[src/rtl/mult_share_ctrl_if.sv]
// Purpose: handshake/data bundle between two multiplier clients and mult_share_ctrl.
// Latency: n/a (wiring only).
// Backpressure: n/a; req is a level held by the client until its grant pulse.
//
// Signals (client view):
//   req0/req1     request levels, held until the matching grant pulse
//   a0,b0/a1,b1   multiplicand / multiplier per client (SIZE bits)
//   grant0/1      one-cycle pulse: operands of that client captured
//   done0/1       one-cycle pulse: outcome belongs to that client
//   outcome       last completed product (2*SIZE bits), held between completions
//   busy          high while a product is being computed
interface mult_share_ctrl_if #(
  parameter int SIZE = 8
);
  logic              req0;
  logic [SIZE-1:0]   a0;
  logic [SIZE-1:0]   b0;
  logic              req1;
  logic [SIZE-1:0]   a1;
  logic [SIZE-1:0]   b1;
  logic              grant0;
  logic              grant1;
  logic              done0;
  logic              done1;
  logic [2*SIZE-1:0] outcome;
  logic              busy;

  // Client side: drives requests and operands, observes results.
  modport master (
    output req0, a0, b0, req1, a1, b1,
    input  grant0, grant1, done0, done1, outcome, busy
  );

  // Controller side.
  modport slave (
    input  req0, a0, b0, req1, a1, b1,
    output grant0, grant1, done0, done1, outcome, busy
  );
endinterface

[src/rtl/mult_share_ctrl.sv]
// Purpose: round-robin arbiter + sequencer sharing one SIZE x SIZE shift-add multiplier between two clients.
// Latency: grant the cycle after the accept edge; done/outcome SIZE edges after accept; next accept one edge later.
// Backpressure: requests are ignored while busy; a held req is arbitrated at the first edge back in IDLE.
//
// Ports:
//   clk    rising-edge clock
//   reset  synchronous active-low reset
//   bus    mult_share_ctrl_if.slave: req/a/b per client in; grant/done per client,
//          outcome and busy out (all outputs registered)
module mult_share_ctrl #(
  parameter int SIZE = 8,
  parameter int CW   = 4
) (
  input  logic                  clk,
  input  logic                  reset,
  mult_share_ctrl_if.slave      bus
);

  typedef enum logic {
    S_IDLE = 1'b0,
    S_CALC = 1'b1
  } state_t;

  // Counter value on the edge that retires the last multiplier bit.
  localparam logic [CW-1:0] LAST_CNT = CW'(SIZE - 1);

  state_t              r_state;
  logic [2*SIZE-1:0]   r_temp_a;
  logic [SIZE-1:0]     r_temp_b;
  logic [2*SIZE-1:0]   r_acc;
  logic [2*SIZE-1:0]   r_outcome;
  logic [CW-1:0]       r_cnt;
  logic                r_owner;   // client whose job is in flight
  logic                r_rr;      // 1: client 1 wins a tie, 0: client 0 wins a tie
  logic                r_grant0;
  logic                r_grant1;
  logic                r_done0;
  logic                r_done1;
  logic                r_busy;

  logic                w_any_req;
  logic                w_win;
  logic [2*SIZE-1:0]   w_acc_next;

  assign w_any_req = bus.req0 | bus.req1;

  // A lone requester always wins; on a tie the pointer picks the client
  // that was not served most recently.
  assign w_win = (bus.req0 && bus.req1) ? r_rr : bus.req1;

  // One shift-add step; the sum wraps at 2*SIZE bits, which unsigned
  // SIZE x SIZE products never exceed.
  assign w_acc_next = r_temp_b[0] ? (r_acc + r_temp_a) : r_acc;

  always_ff @(posedge clk) begin
    if (!reset) begin
      r_state   <= S_IDLE;
      r_temp_a  <= '0;
      r_temp_b  <= '0;
      r_acc     <= '0;
      r_outcome <= '0;
      r_cnt     <= '0;
      r_owner   <= 1'b0;
      r_rr      <= 1'b0;
      r_grant0  <= 1'b0;
      r_grant1  <= 1'b0;
      r_done0   <= 1'b0;
      r_done1   <= 1'b0;
      r_busy    <= 1'b0;
    end else begin
      // grant/done are single-cycle pulses unless re-armed below.
      r_grant0 <= 1'b0;
      r_grant1 <= 1'b0;
      r_done0  <= 1'b0;
      r_done1  <= 1'b0;

      case (r_state)
        S_IDLE: begin
          if (w_any_req) begin
            // Operands are sampled only here; later input changes are invisible.
            r_temp_a <= {{SIZE{1'b0}}, (w_win ? bus.a1 : bus.a0)};
            r_temp_b <= w_win ? bus.b1 : bus.b0;
            r_acc    <= '0;
            r_cnt    <= '0;
            r_owner  <= w_win;
            r_rr     <= ~w_win;
            r_grant0 <= ~w_win;
            r_grant1 <= w_win;
            r_busy   <= 1'b1;
            r_state  <= S_CALC;
          end
        end

        S_CALC: begin
          r_acc    <= w_acc_next;
          r_temp_a <= r_temp_a << 1;
          r_temp_b <= r_temp_b >> 1;
          r_cnt    <= r_cnt + CW'(1);
          if (r_cnt == LAST_CNT) begin
            // Publish the sum including this edge's addition.
            r_outcome <= w_acc_next;
            r_done0   <= ~r_owner;
            r_done1   <= r_owner;
            r_busy    <= 1'b0;
            r_state   <= S_IDLE;
          end
        end

        default: r_state <= S_IDLE;
      endcase
    end
  end

  assign bus.grant0  = r_grant0;
  assign bus.grant1  = r_grant1;
  assign bus.done0   = r_done0;
  assign bus.done1   = r_done1;
  assign bus.outcome = r_outcome;
  assign bus.busy    = r_busy;

endmodule

[src/flat_wrapper.sv]
// flat-port wrapper written by rule: the top's interface ports become plain ports
module mult_share_ctrl_flat 
#(
  parameter int SIZE = 8,
  parameter int CW   = 4
)
  (clk, reset, bus_req0, bus_a0, bus_b0, bus_req1, bus_a1, bus_b1, bus_grant0, bus_grant1, bus_done0, bus_done1, bus_outcome, bus_busy);
  mult_share_ctrl_if #(.SIZE(SIZE)) bus_i ();
  input  logic clk;
  input  logic reset;
  input wire logic [$bits(bus_i.req0)-1:0] bus_req0;
  input wire logic [$bits(bus_i.a0)-1:0] bus_a0;
  input wire logic [$bits(bus_i.b0)-1:0] bus_b0;
  input wire logic [$bits(bus_i.req1)-1:0] bus_req1;
  input wire logic [$bits(bus_i.a1)-1:0] bus_a1;
  input wire logic [$bits(bus_i.b1)-1:0] bus_b1;
  output wire logic [$bits(bus_i.grant0)-1:0] bus_grant0;
  output wire logic [$bits(bus_i.grant1)-1:0] bus_grant1;
  output wire logic [$bits(bus_i.done0)-1:0] bus_done0;
  output wire logic [$bits(bus_i.done1)-1:0] bus_done1;
  output wire logic [$bits(bus_i.outcome)-1:0] bus_outcome;
  output wire logic [$bits(bus_i.busy)-1:0] bus_busy;
  assign bus_i.req0 = bus_req0;
  assign bus_i.a0 = bus_a0;
  assign bus_i.b0 = bus_b0;
  assign bus_i.req1 = bus_req1;
  assign bus_i.a1 = bus_a1;
  assign bus_i.b1 = bus_b1;
  assign bus_grant0 = bus_i.grant0;
  assign bus_grant1 = bus_i.grant1;
  assign bus_done0 = bus_i.done0;
  assign bus_done1 = bus_i.done1;
  assign bus_outcome = bus_i.outcome;
  assign bus_busy = bus_i.busy;
  mult_share_ctrl #(.SIZE(SIZE), .CW(CW)) u_core (.clk(clk), .reset(reset), .bus(bus_i));
endmodule
[config.mk]
export PLATFORM = sky130hd
export DESIGN_NAME = mult_share_ctrl_flat
export DESIGN_NICKNAME = d
export VERILOG_FILES = /design/src/rtl/mult_share_ctrl_if.sv /design/src/rtl/mult_share_ctrl.sv /design/src/flat_wrapper.sv
export SDC_FILE = /design/constraint.sdc
export NUM_CORES = 1
export LEC_CHECK = 0
export BUFFER_PORTS_ARGS = -buffer_cell sky130_fd_sc_hd__buf_2
export CAP_MARGIN = 40
export CORE_UTILIZATION = 50
export CTS_CLUSTER_SIZE = 10
export DETAILED_ROUTE_END_ITERATION = 10
export PLACE_DENSITY = 0.73
export SYNTH_ARGS = -nofsm -noshare
export SYNTH_HDL_FRONTEND = slang
export SYNTH_SLANG_ARGS = --single-unit
[constraint.sdc]
create_clock -name clk -period 2.5 [get_ports clk]
set_input_delay 0.375 -clock clk [delete_from_list [all_inputs] [get_ports clk]]
set_output_delay 0.375 -clock clk [all_outputs]
set_load 0.02 [all_outputs]
==> key figures, run 1 <==
Placed design
  – Buffers on Ports: 56
  – Placement Setup Slack: -0.0727 ns
  – Placed cell areas: 4010 µm²
  – HPWL Detailed: 5.67 mm
  – GP Congestion: a little over 0.9

Run status
  – Outcome: complete, no violations

Floorplan
  – Die ar.: 7520 µm²
  – Initial Util: 0.523
  – Die height: roughly 87 µm
  – IO Pins: 57
  – Core ar.: 6870 µm²
  – # rows: 30
  – Die width: 86.7 µm

Setup path
  – Crit-path cells: ha_1, fa_2, a211oi_2, o21ai_2, a221oi_2, buf_4, o21bai_1, xor2_1, o311a_1
  – Crit path buffers/inverters: 1
  – Crit Path Class: reg -> reg
  – Slowest Stage Delay on Critical Path: roughly 0.35 ns
  – Crit path DAT: roughly 2.7 ns
  – Slowest CP cell: fa_2
  – Setup crit start kind: register
  – Crit path required time: 2.74 ns
  – CP top delay family: compound AO/OA/AOI/OAI gates
  – CP Max Fanout: 3
  – Worst r2r src: u_core.r_acc[0]
  – CP endpoint kind: register
  – Critical path origin: u_core.r_acc[0]

Layout
  – Share of cells above drive strength 1: 0.273
  – Commonest non-fill, non-tap cell in the layout: dfxtp_1
  – Fin util: 0.617
  – Ant diodes: 0
  – Most frequent cells in the layout: 68 x dfxtp_1, 56 x buf_2, 34 x nor2b_1
  – Post-route cell area: 4240 µm²
  – Area added between synthesis and finish: 18.1%
  – Final Net Count: a little under 500

STA
  – Post-route setup slack: 0.0868 ns
  – Min Tclk post-route: 2.41 ns
  – Hold WS: ~0.33 ns
  – Final Max Tran Viols: 0
  – Final Hold Vio Count: 0
  – Slew headroom: 0.390
  – Measured slew at the worst slew-check pin: 0.912 ns
  – Achievable Freq: 0.414 GHz
  – Period utilisation layout: 0.965
  – Setup Skew: slightly above 0.009 ns
  – Setup violators final: 0

CTS
  – Worst-path clk slew: ~0.080 ns
  – CTS Buf Count: 9
  – Sink Count: 68
  – Clk root buf: clkbuf_8
  – Htree depth: 3
  – Clock Latency Late Sink: 0.35 ns
  – Clock buffer depth: 2
  – Hold Buf Count CTS: 0
  – CTS tree: yes

Route
  – Met1 wire length: 3.95 mm
  – Drt first pass iters: 5
  – Met3 routed WL: approximately 250 µm
  – Routed wl met2: 3.87 mm
  – Final antenna-violating net count: 0
  – Total wire length: between 8 and 9 mm
  – Via Count: 3,117
  – DRT iter0 DRCs: 189
  – Routed len/inst: 15.1 µm
  – Top sig layer: met4
  – Via-per-instance ratio: roughly 5.7
  – Residual DRC count: 0

Logic synthesis
  – Mapped Cells: 383
  – Yosys warns: 0
  – Netlist Area Pre-Place: ~3600 µm²
  – EDFF count, synth: 0
  – Sequential area share after synthesis: 0.379
  – Post-synthesis average cell area: 9.38 µm²
  – Seq cells post-synth: 68
  – Synthesized net count: 436
  – Yosys cell types: 60
  – Primary FF master, synth: dfxtp_1
  – FFs w/ async S/R, synth: 0

Global routing
  – Total global routing overflow: 0
  – Largest net degree at the start of global routing: 33
  – Global-route wire length before repair: 13.5 mm
  – Tot GR Track Use: 0.232
  – Number of global-route vias before repair: 2,854
  – Initial antenna violation count: 0

Power and ir drop
  – Tot Pwr: 2.36 mW
  – Static Leak: approximately 1.9 nW
  – Pwr per Cell Area: 556 nW/µm²
  – VDD IR max: 0.000347 V

Min path
  – Hold crit path type: in -> reg
  – Hold Startpoint: bus_req0

Flow run
  – # Max-Cap Violations: 0
==> logic make-up after synthesis <==
group,synth area share
flops,0.379
fa+ha+maj,0.0613
buf+inv,0.0376
simple gates,0.175
xor+xnor,0.0268
mux,0.0666
compound gates,0.254
==> layer usage <==
layer | global-route usage | up-vias
met5 | 0 | -
met4 | 0.105 | 0
met3 | 0.0352 | 12
met2 | 0.375 | 48
met1 | 0.305 | 1499
li1 | - | 1558
==> worst paths after layout <==
| path | end | slack [ns] | cells after the start |
|---|---|---|---|
| setup / recovery | u_core.bus.outcome[12] | 0.09 | 9 |
| hold / removal | u_core.bus.grant0 | 0.33 | 3 |
| setup reg to reg | u_core.bus.outcome[12] | 0.09 | 9 |
| hold reg to reg | u_core.bus.done0 | 0.43 | 1 |
==> Yosys cell counts (3+ instances only) <==
master	count	area, µm²
a22oi_1	19	143
mux2_2	15	169
o21ai_0	22	110
nand2b_1	3	18.8
a21oi_1	16	80.1
clkbuf_1	19	71.3
o211a_1	3	30.0
o21a_1	3	22.5
o21bai_1	3	22.5
nor2_1	14	52.6
nand3_1	5	25.0
and2_1	5	31.3
mux2i_1	7	70.1
inv_1	4	15.0
and3_1	6	37.5
nor3b_1	3	22.5
dfxtp_1	68	1360
xnor2_1	6	52.6
nor3_1	6	30.0
nor2b_1	34	213
ha_1	16	200
nand2_1	26	97.6
nand4_1	4	25.0
xor2_1	5	43.8
a222oi_1	14	140
buf_2	4	20.0
a32o_1	4	40.0
a21boi_0	4	30.0
a21o_1	9	67.6
==> where the power goes <==
part           total [mW]  leakage, nW  internal (mW)  switching, mW
Sequential           1.14        0.552           1.11         0.0254
Clock               0.966        0.102          0.552          0.413
Combinational       0.253         1.20          0.119          0.134
Total                2.36         1.86           1.78          0.573
==> metrics by stage <==
stage / setup TNS [ns] / cells
floorplan: 0 / 383
global placement: 0 / 527
detailed placement: -0.0856 / 527
CTS: 0 / 542
global route: -0.0197 / 543
finish: 0 / 543
==> worst min-delay path, stage by stage <==
cell,delay (ns)
buf_2,0.12
inv_1,0.09
nor3b_1,0.05
==> registers in the layout (all words and copies together) (netlist names) <==
register            count
u_core.bus.outcome     16
u_core.r_acc           16
u_core.r_temp_a        16
u_core.r_temp_b         8
u_core.r_cnt            4
u_core.bus.busy         1
u_core.bus.done0        1
u_core.bus.done1        1
u_core.bus.grant0       1
u_core.bus.grant1       1
u_core.r_owner          1
u_core.r_rr             1
u_core.r_state          1
==> layout make-up <==
class	instances	area (µm²)
inverter	4	15.0
fill	589	2630
multi-input combinational	285	2120
clock buffer	10	128
timing repair buffer	75	423
clock inverter	5	77.6
tap	96	120
sequential	68	1360
==> repair_timing <==
item,4_1_cts,5_1_grt
endpoints found under the hold margin,0,0
buffers inserted,0,1
gates resized for setup,2,5
setup endpoints to repair,4,5
pin swaps,0,1
No activity file was read; power rests on OpenSTA's default activity.
==> run 2, diff against run 1 <==
--- a/config.mk
+++ b/config.mk
@@ -7,10 +7,10 @@
 export LEC_CHECK = 0
 export BUFFER_PORTS_ARGS = -buffer_cell sky130_fd_sc_hd__buf_2
 export CAP_MARGIN = 40
-export CORE_UTILIZATION = 50
+export CORE_UTILIZATION = 51
 export CTS_CLUSTER_SIZE = 10
 export DETAILED_ROUTE_END_ITERATION = 10
-export PLACE_DENSITY = 0.73
+export PLACE_DENSITY = 0.74
 export SYNTH_ARGS = -nofsm -noshare
 export SYNTH_HDL_FRONTEND = slang
 export SYNTH_SLANG_ARGS = --single-unit
==> run 2 against run 1 <==
Net effect:
- clock skew up 0.0015 ns
- worst setup slack improved by 0.021 ns
- non-clock buffer count is 1 higher
- clock-buffer cell count grew 1
- core utilization is 0.50 points higher
- worst hold slack better by 0.0077 ns
- wire length is 0.28% lower
- fmax increased by 0.88%
- critical path depth did not move
- highest routed layer unchanged
==> key figures, run 2 (synthesis results as in run 1) <==
Route
  – Routed len/inst: 15.0 µm
  – Drt first pass iters: 7
  – DRT iter0 DRCs: 237
  – Via Count: approximately 3,100
  – Total wire length: 8.20 mm
  – Residual DRC count: 0
  – Via-per-instance ratio: 5.74
  – Final antenna-violating net count: 0

Global routing
  – Initial antenna violation count: 0
  – Tot GR Track Use: 0.234
  – Largest net degree at the start of global routing: 32
  – Number of global-route vias before repair: 2,919
  – Global-route wire length before repair: 13.5 mm
  – Total global routing overflow: 0

Setup path
  – CP Max Fanout: 3
  – Slowest Stage Delay on Critical Path: 0.38 ns
  – Worst Reg-to-Reg Cells: 9
  – Worst r2r src: u_core.r_acc[0]
  – RR Endpoint: u_core.bus.outcome[12]
  – Worst R2R Setup Slack: 0.11 ns
  – CP endpoint kind: register
  – Slowest CP cell: fa_2
  – Crit Path Class: reg -> reg
  – Crit-path cells: ha_1, fa_2, a211oi_4, o21ai_2, a221oi_2, buf_4, o21bai_1, xor2_1, o311a_1
  – Setup crit start kind: register
  – Crit path DAT: 2.63 ns
  – Crit path required time: 2.74 ns

Power and ir drop
  – Static Leak: about 1.8 nW
  – Pwr per Cell Area: 520 nW/µm²
  – VDD IR max: 0.000308 V
  – Tot Pwr: roughly 2.2 mW

STA
  – RSZ-0062 raised after global routing: no
  – Setup violators final: 0
  – Period utilisation layout: 0.957
  – Achievable Freq: 0.418 GHz
  – Final Max Tran Viols: 0
  – Min Tclk post-route: 2.39 ns
  – Measured slew at the worst slew-check pin: 0.940 ns
  – Final Hold Vio Count: 0
  – Setup Skew: 0.0108 ns
  – Slew headroom: 0.371

CTS
  – Hold Buf Count CTS: 0
  – Sink Count: 68
  – Htree depth: 3
  – # Post-CTS Setup Buffers: 0
  – Worst-path clk slew: 0.08 ns
  – Clock Latency Late Sink: 0.35 ns
  – CTS Buf Count: 9
  – CTS tree: yes
  – Clk root buf: clkbuf_8
  – Clock buffer depth: 2

Floorplan
  – Initial Util: 0.529
  – # rows: 30
  – Core ar.: 6790 µm²
  – Die height: between 80 and 90 µm
  – Die ar.: 7380 µm²
  – Die width: 85.9 µm
  – IO Pins: 57

Layout
  – Area added between synthesis and finish: 17.8%
  – Final Net Count: 497
  – Most frequent cells in the layout: 68 x dfxtp_1, 56 x buf_2, 34 x nor2b_1
  – Ant diodes: 0
  – Commonest non-fill, non-tap cell in the layout: dfxtp_1
  – Fillers: 606
  – Fin util: 0.622
  – Post-route cell area: roughly 4200 µm²
  – Share of cells above drive strength 1: 0.276

Min path
  – Worst hold endpoint: u_core.bus.grant0
  – Hold Startpoint: bus_req0
  – Hold Crit Depth: 3
  – Hold crit path type: in -> reg

Placed design
  – Buffers on Ports: between 50 and 60
  – GP Congestion: just over 0.9
  – Placed cell areas: 4030 µm²
  – HPWL Detailed: 5.67 mm

Flow run
  – # Max-Cap Violations: 0

Run status
  – Outcome: complete, no violations
[run 2: changes by cell type in the layout (fill, tap and decap cells not counted)]
cell        delta
clkbuf_8       +1
clkinv_2       -1
buf_4          +1
a211oi_4       +1
inv_6          +1
bufinv_16      -2
clkinvlp_4     +2
a211oi_2       -1
[run 2: metal layers]
metal	GRT usage	up-vias	share of wire
met4	0.0864	0	0.016
li1	-	1560	-
met3	0.0549	13	0.040
met1	0.292	1478	0.45
met5	0	-	0
met2	0.393	77	0.49
[run 2: where the power goes]
part	internal, mW	total [mW]	leakage, nW	switching [mW]
Combinational	0.120	0.257	1.21	0.136
Sequential	1.11	1.14	0.552	0.0241
Clock	0.388	0.807	0.0820	0.419
Total	1.62	2.20	1.85	0.579
[run 2: worst max-delay path by stage]
stage | startpoint | endpoint | slack, ns | cells after the start
6_report | u_core.r_acc[0] | u_core.bus.outcome[12] | 0.11 | 9
5_1_grt | u_core.r_acc[3] | u_core.r_acc[15] | 0.005 | 8
4_1_cts | u_core.r_acc[0] | u_core.bus.outcome[12] | 0.03 | 9
3_5_place_dp | u_core.r_acc[0] | u_core.bus.outcome[12] | -0.07 | 9
3_3_place_gp | u_core.r_acc[0] | u_core.bus.outcome[12] | 0.02 | 9
2_1_floorplan | u_core.r_acc[0] | u_core.bus.outcome[12] | 0.05 | 8
[run 2: critical path, delay by kind of cell, from the launching register on]
family / cells / cell delay, ns
buffers and inverters: 1 / 0.16
AO/OA/AOI/OAI: 5 / 1.04
adder cells (fa/ha/maj): 2 / 0.61
flip-flops: 1 / 0.32
XOR/XNOR: 1 / 0.16
[run 2: repair_timing]
action	CTS	global route
setup endpoints to repair	2	9
pin swaps	0	2
gates resized for setup	1	7
[run 2: final cells by class]
| type | count | area (µm²) | share of cell area |
|---|---|---|---|
| clock inverter | 5 | 36.3 | 0.00858 |
| tap | 96 | 120 | 0.0284 |
| clock buffer | 11 | 141 | 0.0334 |
| sequential | 68 | 1360 | 0.322 |
| timing repair buffer | 76 | 430 | 0.102 |
| inverter | 4 | 15.0 | 0.00355 |
| multi-input combinational | 285 | 2120 | 0.502 |
[run 2: stage by stage]
| stage | hold slack, ns | std cells | setup slack, ns | TNS (ns) |
|---|---|---|---|---|
| after floorplan | 0.404 | 383 | 0.0530 | 0 |
| after global placement | 0.433 | 529 | 0.0165 | 0 |
| after detailed placement | 0.450 | 529 | -0.0684 | -0.0867 |
| after CTS | 0.320 | 545 | 0.0310 | 0 |
| after global routing | 0.324 | 545 | 0.00481 | 0 |
| final | 0.334 | 545 | 0.108 | 0 |
